**src/rtl/mem_test_master_if.sv**
```systemverilog
`default_nettype none
// ============================================================================
// Module  : mem_test_master_if
// Brief   : Avalon-MM bus bundle between the memory test master and a slave.
// Revision: 1.0  initial release
// ============================================================================
interface mem_test_master_if #(
  parameter int ADDR_W = 10,
  parameter int DATA_W = 32
);
  logic [ADDR_W+1:0] avm_address;
  logic [3:0]        avm_byteenable;
  logic              avm_chipselect;
  logic              avm_write;
  logic              avm_read;
  logic [DATA_W-1:0] avm_writedata;
  logic [DATA_W-1:0] avm_readdata;
  logic              avm_waitrequest;
  logic              avm_readdatavalid;

  modport master (
    output avm_address, avm_byteenable, avm_chipselect, avm_write, avm_read,
           avm_writedata,
    input  avm_readdata, avm_waitrequest, avm_readdatavalid
  );

  modport slave (
    input  avm_address, avm_byteenable, avm_chipselect, avm_write, avm_read,
           avm_writedata,
    output avm_readdata, avm_waitrequest, avm_readdatavalid
  );
endinterface
`default_nettype wire

```
**src/rtl/mem_test_master.sv**
```systemverilog
`default_nettype none
// ============================================================================
// Module  : mem_test_master
// Brief   : Writes a selectable pattern to N words over Avalon-MM, reads them
//           back one at a time and counts mismatches.
// Revision: 1.0  initial release
// ============================================================================
module mem_test_master #(
  parameter int ADDR_W = 10,
  parameter int DATA_W = 32
) (
  input  logic                clk,
  input  logic                reset,
  input  logic                start,
  input  logic [ADDR_W:0]     num_words,
  input  logic [1:0]          pattern_sel,
  input  logic [31:0]         seed,
  mem_test_master_if.master   avm,
  output logic                busy,
  output logic                done,
  output logic                pass,
  output logic [15:0]         error_count,
  output logic [ADDR_W-1:0]   first_fail_addr
);

  localparam logic [ADDR_W:0] DEPTH = {1'b1, {ADDR_W{1'b0}}};

  typedef enum logic [2:0] {
    S_IDLE      = 3'd0,
    S_WRITE     = 3'd1,
    S_READ_REQ  = 3'd2,
    S_READ_WAIT = 3'd3,
    S_DONE      = 3'd4
  } state_t;

  state_t            state_q, state_d;
  logic [ADDR_W:0]   idx_q, idx_d;     // one extra bit so N = DEPTH never wraps
  logic [ADDR_W:0]   n_q, n_d;
  logic [1:0]        sel_q, sel_d;
  logic [31:0]       seed_q, seed_d;
  logic [15:0]       err_q, err_d;
  logic [ADDR_W-1:0] ffa_q, ffa_d;

  logic [ADDR_W:0]   w_n_eff;
  logic              w_last;
  logic [31:0]       w_pattern;

  function automatic logic [31:0] pattern_f(input logic [1:0] sel,
                                            input logic [ADDR_W:0] i,
                                            input logic [31:0] sd);
    logic [31:0] r;
    case (sel)
      2'd0:    r = 32'(i);
      2'd1:    r = 32'h1 << i[4:0];
      2'd2:    r = i[0] ? 32'h5555AAAA : 32'hAAAA5555;
      default: r = sd;
    endcase
    return r;
  endfunction

  assign w_n_eff   = (num_words > DEPTH) ? DEPTH : num_words;
  assign w_last    = ((idx_q + 1'b1) == n_q);
  assign w_pattern = pattern_f(sel_q, idx_q, seed_q);

  // State and datapath registers; reset is asynchronous so outputs drop at once.
  always_ff @(posedge clk or posedge reset) begin
    if (reset) begin
      state_q <= S_IDLE;
      idx_q   <= '0;
      n_q     <= '0;
      sel_q   <= '0;
      seed_q  <= '0;
      err_q   <= '0;
      ffa_q   <= '0;
    end else begin
      state_q <= state_d;
      idx_q   <= idx_d;
      n_q     <= n_d;
      sel_q   <= sel_d;
      seed_q  <= seed_d;
      err_q   <= err_d;
      ffa_q   <= ffa_d;
    end
  end

  // Next-state logic: write pass, then one-outstanding read/compare pass.
  always_comb begin
    state_d = state_q;
    idx_d   = idx_q;
    n_d     = n_q;
    sel_d   = sel_q;
    seed_d  = seed_q;
    err_d   = err_q;
    ffa_d   = ffa_q;
    case (state_q)
      S_IDLE, S_DONE: begin
        if (start) begin
          idx_d   = '0;
          err_d   = '0;
          ffa_d   = '0;
          n_d     = w_n_eff;
          sel_d   = pattern_sel;
          seed_d  = seed;
          state_d = (w_n_eff == '0) ? S_DONE : S_WRITE;
        end
      end
      S_WRITE: begin
        if (!avm.avm_waitrequest) begin
          if (w_last) begin
            idx_d   = '0;
            state_d = S_READ_REQ;
          end else begin
            idx_d = idx_q + 1'b1;
          end
        end
      end
      S_READ_REQ: begin
        if (!avm.avm_waitrequest) begin
          state_d = S_READ_WAIT;
        end
      end
      S_READ_WAIT: begin
        if (avm.avm_readdatavalid) begin
          if (avm.avm_readdata != w_pattern) begin
            if (err_q != 16'hFFFF) begin
              err_d = err_q + 16'd1;
            end
            if (err_q == 16'd0) begin
              ffa_d = idx_q[ADDR_W-1:0];
            end
          end
          if (w_last) begin
            state_d = S_DONE;
          end else begin
            idx_d   = idx_q + 1'b1;
            state_d = S_READ_REQ;
          end
        end
      end
      default: state_d = S_IDLE;
    endcase
  end

  assign avm.avm_write      = (state_q == S_WRITE);
  assign avm.avm_read       = (state_q == S_READ_REQ);
  assign avm.avm_chipselect = avm.avm_write | avm.avm_read;
  assign avm.avm_byteenable = 4'hF;
  assign avm.avm_address    = {idx_q[ADDR_W-1:0], 2'b00};
  assign avm.avm_writedata  = w_pattern;

  assign busy            = (state_q == S_WRITE) || (state_q == S_READ_REQ) ||
                           (state_q == S_READ_WAIT);
  assign done            = (state_q == S_DONE);
  assign pass            = done && (err_q == 16'd0);
  assign error_count     = err_q;
  assign first_fail_addr = ffa_q;

endmodule
`default_nettype wire

```
**src/flat_wrapper.sv**
```systemverilog
// flat-port wrapper written by rule: the top's interface ports become plain ports
module mem_test_master_flat 
#(
  parameter int ADDR_W = 10,
  parameter int DATA_W = 32
)
  (clk, reset, start, num_words, pattern_sel, seed, busy, done, pass, error_count, first_fail_addr, avm_avm_address, avm_avm_byteenable, avm_avm_chipselect, avm_avm_write, avm_avm_read, avm_avm_writedata, avm_avm_readdata, avm_avm_waitrequest, avm_avm_readdatavalid);
  mem_test_master_if #(.ADDR_W(ADDR_W), .DATA_W(DATA_W)) avm_i ();
  input  logic clk;
  input  logic reset;
  input  logic start;
  input  logic [ADDR_W:0] num_words;
  input  logic [1:0] pattern_sel;
  input  logic [31:0] seed;
  output logic busy;
  output logic done;
  output logic pass;
  output logic [15:0] error_count;
  output logic [ADDR_W-1:0] first_fail_addr;
  output wire logic [$bits(avm_i.avm_address)-1:0] avm_avm_address;
  output wire logic [$bits(avm_i.avm_byteenable)-1:0] avm_avm_byteenable;
  output wire logic [$bits(avm_i.avm_chipselect)-1:0] avm_avm_chipselect;
  output wire logic [$bits(avm_i.avm_write)-1:0] avm_avm_write;
  output wire logic [$bits(avm_i.avm_read)-1:0] avm_avm_read;
  output wire logic [$bits(avm_i.avm_writedata)-1:0] avm_avm_writedata;
  input wire logic [$bits(avm_i.avm_readdata)-1:0] avm_avm_readdata;
  input wire logic [$bits(avm_i.avm_waitrequest)-1:0] avm_avm_waitrequest;
  input wire logic [$bits(avm_i.avm_readdatavalid)-1:0] avm_avm_readdatavalid;
  assign avm_avm_address = avm_i.avm_address;
  assign avm_avm_byteenable = avm_i.avm_byteenable;
  assign avm_avm_chipselect = avm_i.avm_chipselect;
  assign avm_avm_write = avm_i.avm_write;
  assign avm_avm_read = avm_i.avm_read;
  assign avm_avm_writedata = avm_i.avm_writedata;
  assign avm_i.avm_readdata = avm_avm_readdata;
  assign avm_i.avm_waitrequest = avm_avm_waitrequest;
  assign avm_i.avm_readdatavalid = avm_avm_readdatavalid;
  mem_test_master #(.ADDR_W(ADDR_W), .DATA_W(DATA_W)) u_core (.clk(clk), .reset(reset), .start(start), .num_words(num_words), .pattern_sel(pattern_sel), .seed(seed), .avm(avm_i), .busy(busy), .done(done), .pass(pass), .error_count(error_count), .first_fail_addr(first_fail_addr));
endmodule
```
**config.mk**
```make
export PLATFORM = sky130hd
export DESIGN_NAME = mem_test_master_flat
export DESIGN_NICKNAME = d
export VERILOG_FILES = /design/src/rtl/mem_test_master_if.sv /design/src/rtl/mem_test_master.sv /design/src/flat_wrapper.sv
export SDC_FILE = /design/constraint.sdc
export NUM_CORES = 1
export LEC_CHECK = 0
export BUFFER_PORTS_ARGS = -buffer_cell sky130_fd_sc_hd__clkbuf_2
export CELL_PAD_IN_SITES_DETAIL_PLACEMENT = 0
export CELL_PAD_IN_SITES_GLOBAL_PLACEMENT = 2
export CORE_AREA = 5 5 149 151
export DETAILED_ROUTE_END_ITERATION = 10
export DIE_AREA = 0 0 154 156
export PLACE_DENSITY = 0.9
export SKIP_CTS_REPAIR_TIMING = 1
export SYNTH_ARGS = -nofsm -noshare
export SYNTH_HDL_FRONTEND = slang
export SYNTH_SLANG_ARGS = --single-unit
```
**constraint.sdc**
```tcl
create_clock -name clk -period 3.5 [get_ports clk]
set_input_delay 0.525 -clock clk [delete_from_list [all_inputs] [get_ports clk]]
set_output_delay 0.525 -clock clk [all_outputs]
set_load 0.03 [all_outputs]
```
### After elaboration in Yosys (flattened, before gate mapping)

Cells that the tools add are included.

| storage, ports and cells | value |
|---|---|
| output and inout port bits | 80 |
| memory bits (writable) | 0 |
| bits in registers | 85 |
| bits in latches | 0 |
| ROM bits | 0 |
| word-level logic and storage cells | 72 |
| memories | 0 |
| input port bits | 82 |

| operators by class | value |
|---|---|
| bitwise operators | 1 |
| add/sub/neg operators | 2 |
| equal/unequal tests | 18 |
| magnitude comparators | 1 |
| shift operators | 1 |
| reduce and logical (&&, ||, !) cells | 15 |
| multipliers | 0 |
| divide/modulo/power cells | 0 |
| mux-type cells | 27 |

Operator list:

| operator | count |
|---|---|
| 32-bit one-hot mux with 3 select lines | 1 |
| 11-bit 2-to-1 mux | 6 |
| 16-bit 2-to-1 mux | 4 |
| 10-bit 2-to-1 mux | 4 |
| 11-bit one-hot mux with 3 select lines | 1 |
| 32-bit 2-to-1 mux | 1 |
| 32-bit != test | 1 |
| 16-bit one-hot mux with 2 select lines | 1 |
| 1-bit by 5-bit left shift with 32-bit output, first input constant | 1 |
| 3-bit 2-to-1 mux | 7 |
| 10-bit one-hot mux with 2 select lines | 1 |
| 5-bit AND reduction | 4 |
| 16-bit by 1-bit adder with 16-bit output, second input constant | 1 |
| 16-bit logical NOT | 1 |
| 16-bit != test, second input constant | 1 |
| 2-bit != test, second input constant | 6 |
| 3-bit one-hot mux with 4 select lines | 1 |
| 11-bit by 1-bit adder with 11-bit output, second input constant | 1 |
| 11-bit == test | 1 |
| 11-bit greater-than comparator, second input constant | 1 |
| 11-bit logical NOT | 1 |
| 3-bit by 2-bit == test with 1-bit output, second input constant | 2 |
| 2-bit by 1-bit != test with 1-bit output, second input constant | 3 |
| 3-bit by 1-bit == test with 1-bit output, second input constant | 1 |
| other kinds (12) | 13 |

### Depth between registers and ports, before layout

| logic depth | value |
|---|---|
| depth after elaboration | 6 |
| depth in mapped cells | 14 |
| gate-level depth less buffers | 10 |

### Worst setup path before layout

Ideal clock, no wire load.

| timing | value |
|---|---|
| kind | register to register |
| start | register u_core.idx_q[0] |
| end | register u_core.ffa_q[9], in the netlist u_core.first_fail_addr[9] |
| slack | 185 ps |
| required time | 3380 ps |
| period minus slack after synthesis | 3315 ps |
| buffers on the path | 4 |
| cell stages (with the launch flop) | 15 |
| data arrival time | 3195 ps |
| cells stage by stage | dfrtp_1 buf_2 buf_2 inv_1 ha_1 and4bb_4 a221oi_1 a31oi_1 xor2_1 nor4_1 nand4_1 nand2b_1 buf_2 buf_6 a31o_1 |

| between the ends | value |
|---|---|
| longest elaborated chain between the ends | 5 |

Ends and longest elaborated chain:

| element | RTL line | RTL |
|---|---|---|
| start, declared | mem_test_master.sv:37 | `logic [ADDR_W:0] idx_q, idx_d;` |
| start signal, assigned | mem_test_master.sv:77 | `idx_q <= idx_d;` |
| 32-bit 2-to-1 mux or 1-bit by 5-bit left shift with 32-bit output (tied branches) | mem_test_master.sv:55, mem_test_master.sv:54 |  |
| 32-bit one-hot mux with 3 select lines (*) | mem_test_master.sv:52 | `case (sel)` |
| via avm_avm_writedata[10] | flat_wrapper.sv:25 | `output wire logic [$bits(avm_i.avm_writedata)-1:0] avm_avm_writedata;` |
| 32-bit != test (*) | mem_test_master.sv:124 | `if (avm.avm_readdata != w_pattern) begin` |
| 2-bit by 1-bit != test with 1-bit output (no line) (*) | n/a |  |
| 5-bit AND reduction (no line) (*) | n/a |  |
| end signal, assigned | mem_test_master.sv:74 | `ffa_q <= '0;` |
| end signal, assigned | mem_test_master.sv:82 | `ffa_q <= ffa_d;` |
| end, declared | mem_test_master.sv:42 | `logic [ADDR_W-1:0] ffa_q, ffa_d;` |

Mark *: on every way through the listed nets, which the timed path passes. The rest lies on a longest branch.
A chain may end at the register's enable or synchronous reset.

### Worst setup path in the final report

| timing | value |
|---|---|
| start | register u_core.idx_q[0] |
| end | register u_core.ffa_q[7], in the netlist u_core.first_fail_addr[7] |

| between the ends | value |
|---|---|
| longest elaborated chain between the ends | 5 |

Ends and longest elaborated chain:

| element | RTL line |
|---|---|
| 32-bit 2-to-1 mux or 1-bit by 5-bit left shift with 32-bit output (tied branches) | mem_test_master.sv:55, mem_test_master.sv:54 |
| 32-bit one-hot mux with 3 select lines (*) | mem_test_master.sv:52 |
| 32-bit != test (*) | mem_test_master.sv:124 |
| 2-bit by 1-bit != test with 1-bit output (no line) (*) | n/a |
| 5-bit AND reduction (no line) (*) | n/a |

Every way passes the cells marked *; elsewhere a longest branch is shown, timed or not.

==> out/metrics.cfg <==
[placed_design]
dpl_cell_area_um2 = 7650
place_hpwl_mm = 19.0
gp_congestion = 0.966
place_ws_ps = 163
io_buffer_count = 155

[outcome]
status = completed

[timing]
timing.fmax_ghz = 0.299
skew_ps = 13.2
slew_violations = 0
finalHoldViolCount = 0
rsz0062_at_grt = no
period_share_pct = 95.6
finalSetupViolations = 0
maxSlewHeadroom_pct = 50.6
setup-tns-final_ps = 0
fin_ws_ps = 155
tightestPinTransition_ps = 722
period_minus_slack_ps = 3340

[clock_tree]
clock-root-buffer = clkbuf_16
cts.path.max_buffers = 2
htree_levels = 3
cts_tree = done
cts_buffers = 9
clkTransAtPathRegs_ps = 70
clock_sinks = 85
worstSkewPairLatency_ps = 360

[critical_path]
critPathLaunchType = flop
worstPathMaxFanout = 25
crit_required_ps = 3740
crit_type = reg2reg
critical_path_arrival_ps = 3590
crit_path_end_kind = flop

[logic_synthesis]
syn-mean-instance-area_um2 = 8.34
netlist_area_um2 = 6500
ys_seq_area_share_pct = 32.7
synth_edf_count = 0
yosysWarnings = 0
async_reset_ff_share_pct = 100
ys_ff_latch = 85
synth_ff_type = dfrtp_1
synth.distinct_cells = 77
synthCells = 779

[min_path]
hold_class = in2async

[final_layout]
diodes = 0
final_nets = 1021
drive_gt1_share_pct = 30.7
final_cell_mix = clkbuf_2, nand2_1, dfrtp_1
final_common_cell = clkbuf_2
nFillCells = 2176
fin_area_um2 = 7960
area_growth_pct = 22.5

[routing]
vias = 6588
drtIter0Drc = 477
drt-total-wl_mm = 24.5
drt_first_pass_iters = 5
wl_per_cell_um = 20.3
drc = 0
avgViaCountPerCell = 5.44
detail-route-antenna-nets = 0

[power_and_ir_drop]
power_density_nw_per_um2 = 819
ir_drop_mv = 0.434
leakagePower_nw = 3.71

[floorplanning]
rows = 53
die_h_um = 156
pin_count = 162
dieArea_um2 = 24000
start_util_pct = 31.4
core-area_um2 = 20700
die_w_um = 154

[global_route]
grt.total_usage_pct = 19.9
antenna_found_initial = 1
grt_max_degree = 51
grt_pass1_vias = 6356
grt_pass1_wl_mm = 37.9
overflow = 0

[job]
drv_cap = 0

==> worst paths after layout <==
path	startpoint	to	slack (ps)	cells after the start
min reg2reg	u_core.n_q[8]	u_core.n_q[8]	500	2
max in group asynchronous	reset	u_core.seed_q[20]	2550	3
min	reset	u_core.n_q[4]	240	2
max reg2reg	u_core.idx_q[0]	u_core.first_fail_addr[7]	160	12
min in group clk	seed[2]	u_core.seed_q[2]	400	2
max	u_core.idx_q[0]	u_core.first_fail_addr[7]	160	12
==> layer usage <==
metal	track usage, %	part of all wire, %
met5	0	0.049
met4	5.34	2.2
met3	3.83	5.9
met2	32.8	47
met1	26.9	45
==> sequential cells by signal, summed over array words and instances, names as in the netlist <==
signal                  cells
u_core.error_count         16
u_core.first_fail_addr     10
u_core.idx_q               11
u_core.n_q                 11
u_core.seed_q              32
u_core.sel_q                2
u_core.state_q              3
==> synthesized netlist by cell type (all sizes together) (5+ instances only) <==
cell type	number	area share (%)
a211oi	7	0.81
a221oi	5	0.87
dfrtp	85	33
a21o	14	1.6
and2	9	0.87
and3	6	0.58
or3	9	0.87
a31oi	13	1.3
o21ai	47	3.6
mux2i	6	0.92
nand2	94	5.4
a311oi	6	0.81
nor2b	12	1.2
xor2	11	1.5
a31o	11	1.5
clkbuf	23	1.3
nand3	14	1.1
mux2	39	6.8
buf	49	5.2
xnor2	13	1.8
inv	32	1.8
nand2b	20	1.9
a21oi	30	2.3
a22o	6	0.81
nor2	64	3.7
o22ai	23	2.2
nand4	12	1.2
nor3	19	1.5
ha	8	1.5
nor4	11	1.3
or2	5	0.48
==> cells by family after synthesis <==
| kind of cell | share of synthesized area [%] |
|---|---|
| AOI/OAI and AO/OA | 21.8 |
| xor gates and xnor gates | 3.58 |
| adders and majority gates | 1.54 |
| buffers and inverters | 8.36 |
| DFF | 32.7 |
| muxes | 7.68 |
| other | 0.116 |
| and+or+nand+nor | 24.2 |
==> area by class of cell <==
type	instances	area, µm²	share of cell area, %
inverters	32	121	1.52
clock inverters	5	66.3	0.833
repair buffers	209	1210	15.2
clock buffers	11	243	3.05
well taps	275	344	4.32
flip-flops and latches	85	2130	26.7
multi-input cells	594	3850	48.4
==> report_power, final <==
group          switching (mW)  total, mW  internal (mW)
clock                   0.455       1.04          0.584
combinational            2.44       3.86           1.42
sequential              0.322       1.62           1.30
total                    3.22       6.52           3.30
==> metrics by stage <==
stage	utilization (%)	cells	hold WS (ps)	power, mW
finish	38.5	1211	238	6.52
global placement	37.0	1195	489	5.47
global route	38.5	1211	309	6.93
detailed placement	37.0	1195	495	5.49
CTS	38.5	1211	269	6.55
floorplan	-	783	469	4.23
==> critical path: stages (launching register included) <==
cell and delay (ps):
dfrtp_1 410, buf_4 210, nand2b_1 190, buf_4 230, nand2_1 200, a21oi_1 140
and2_1 180, a2111oi_0 580, nand4_1 280, buf_4 210, nand2b_1 170, buf_12 170
a31o_2 250
No activity file was read; power rests on OpenSTA's default activity.
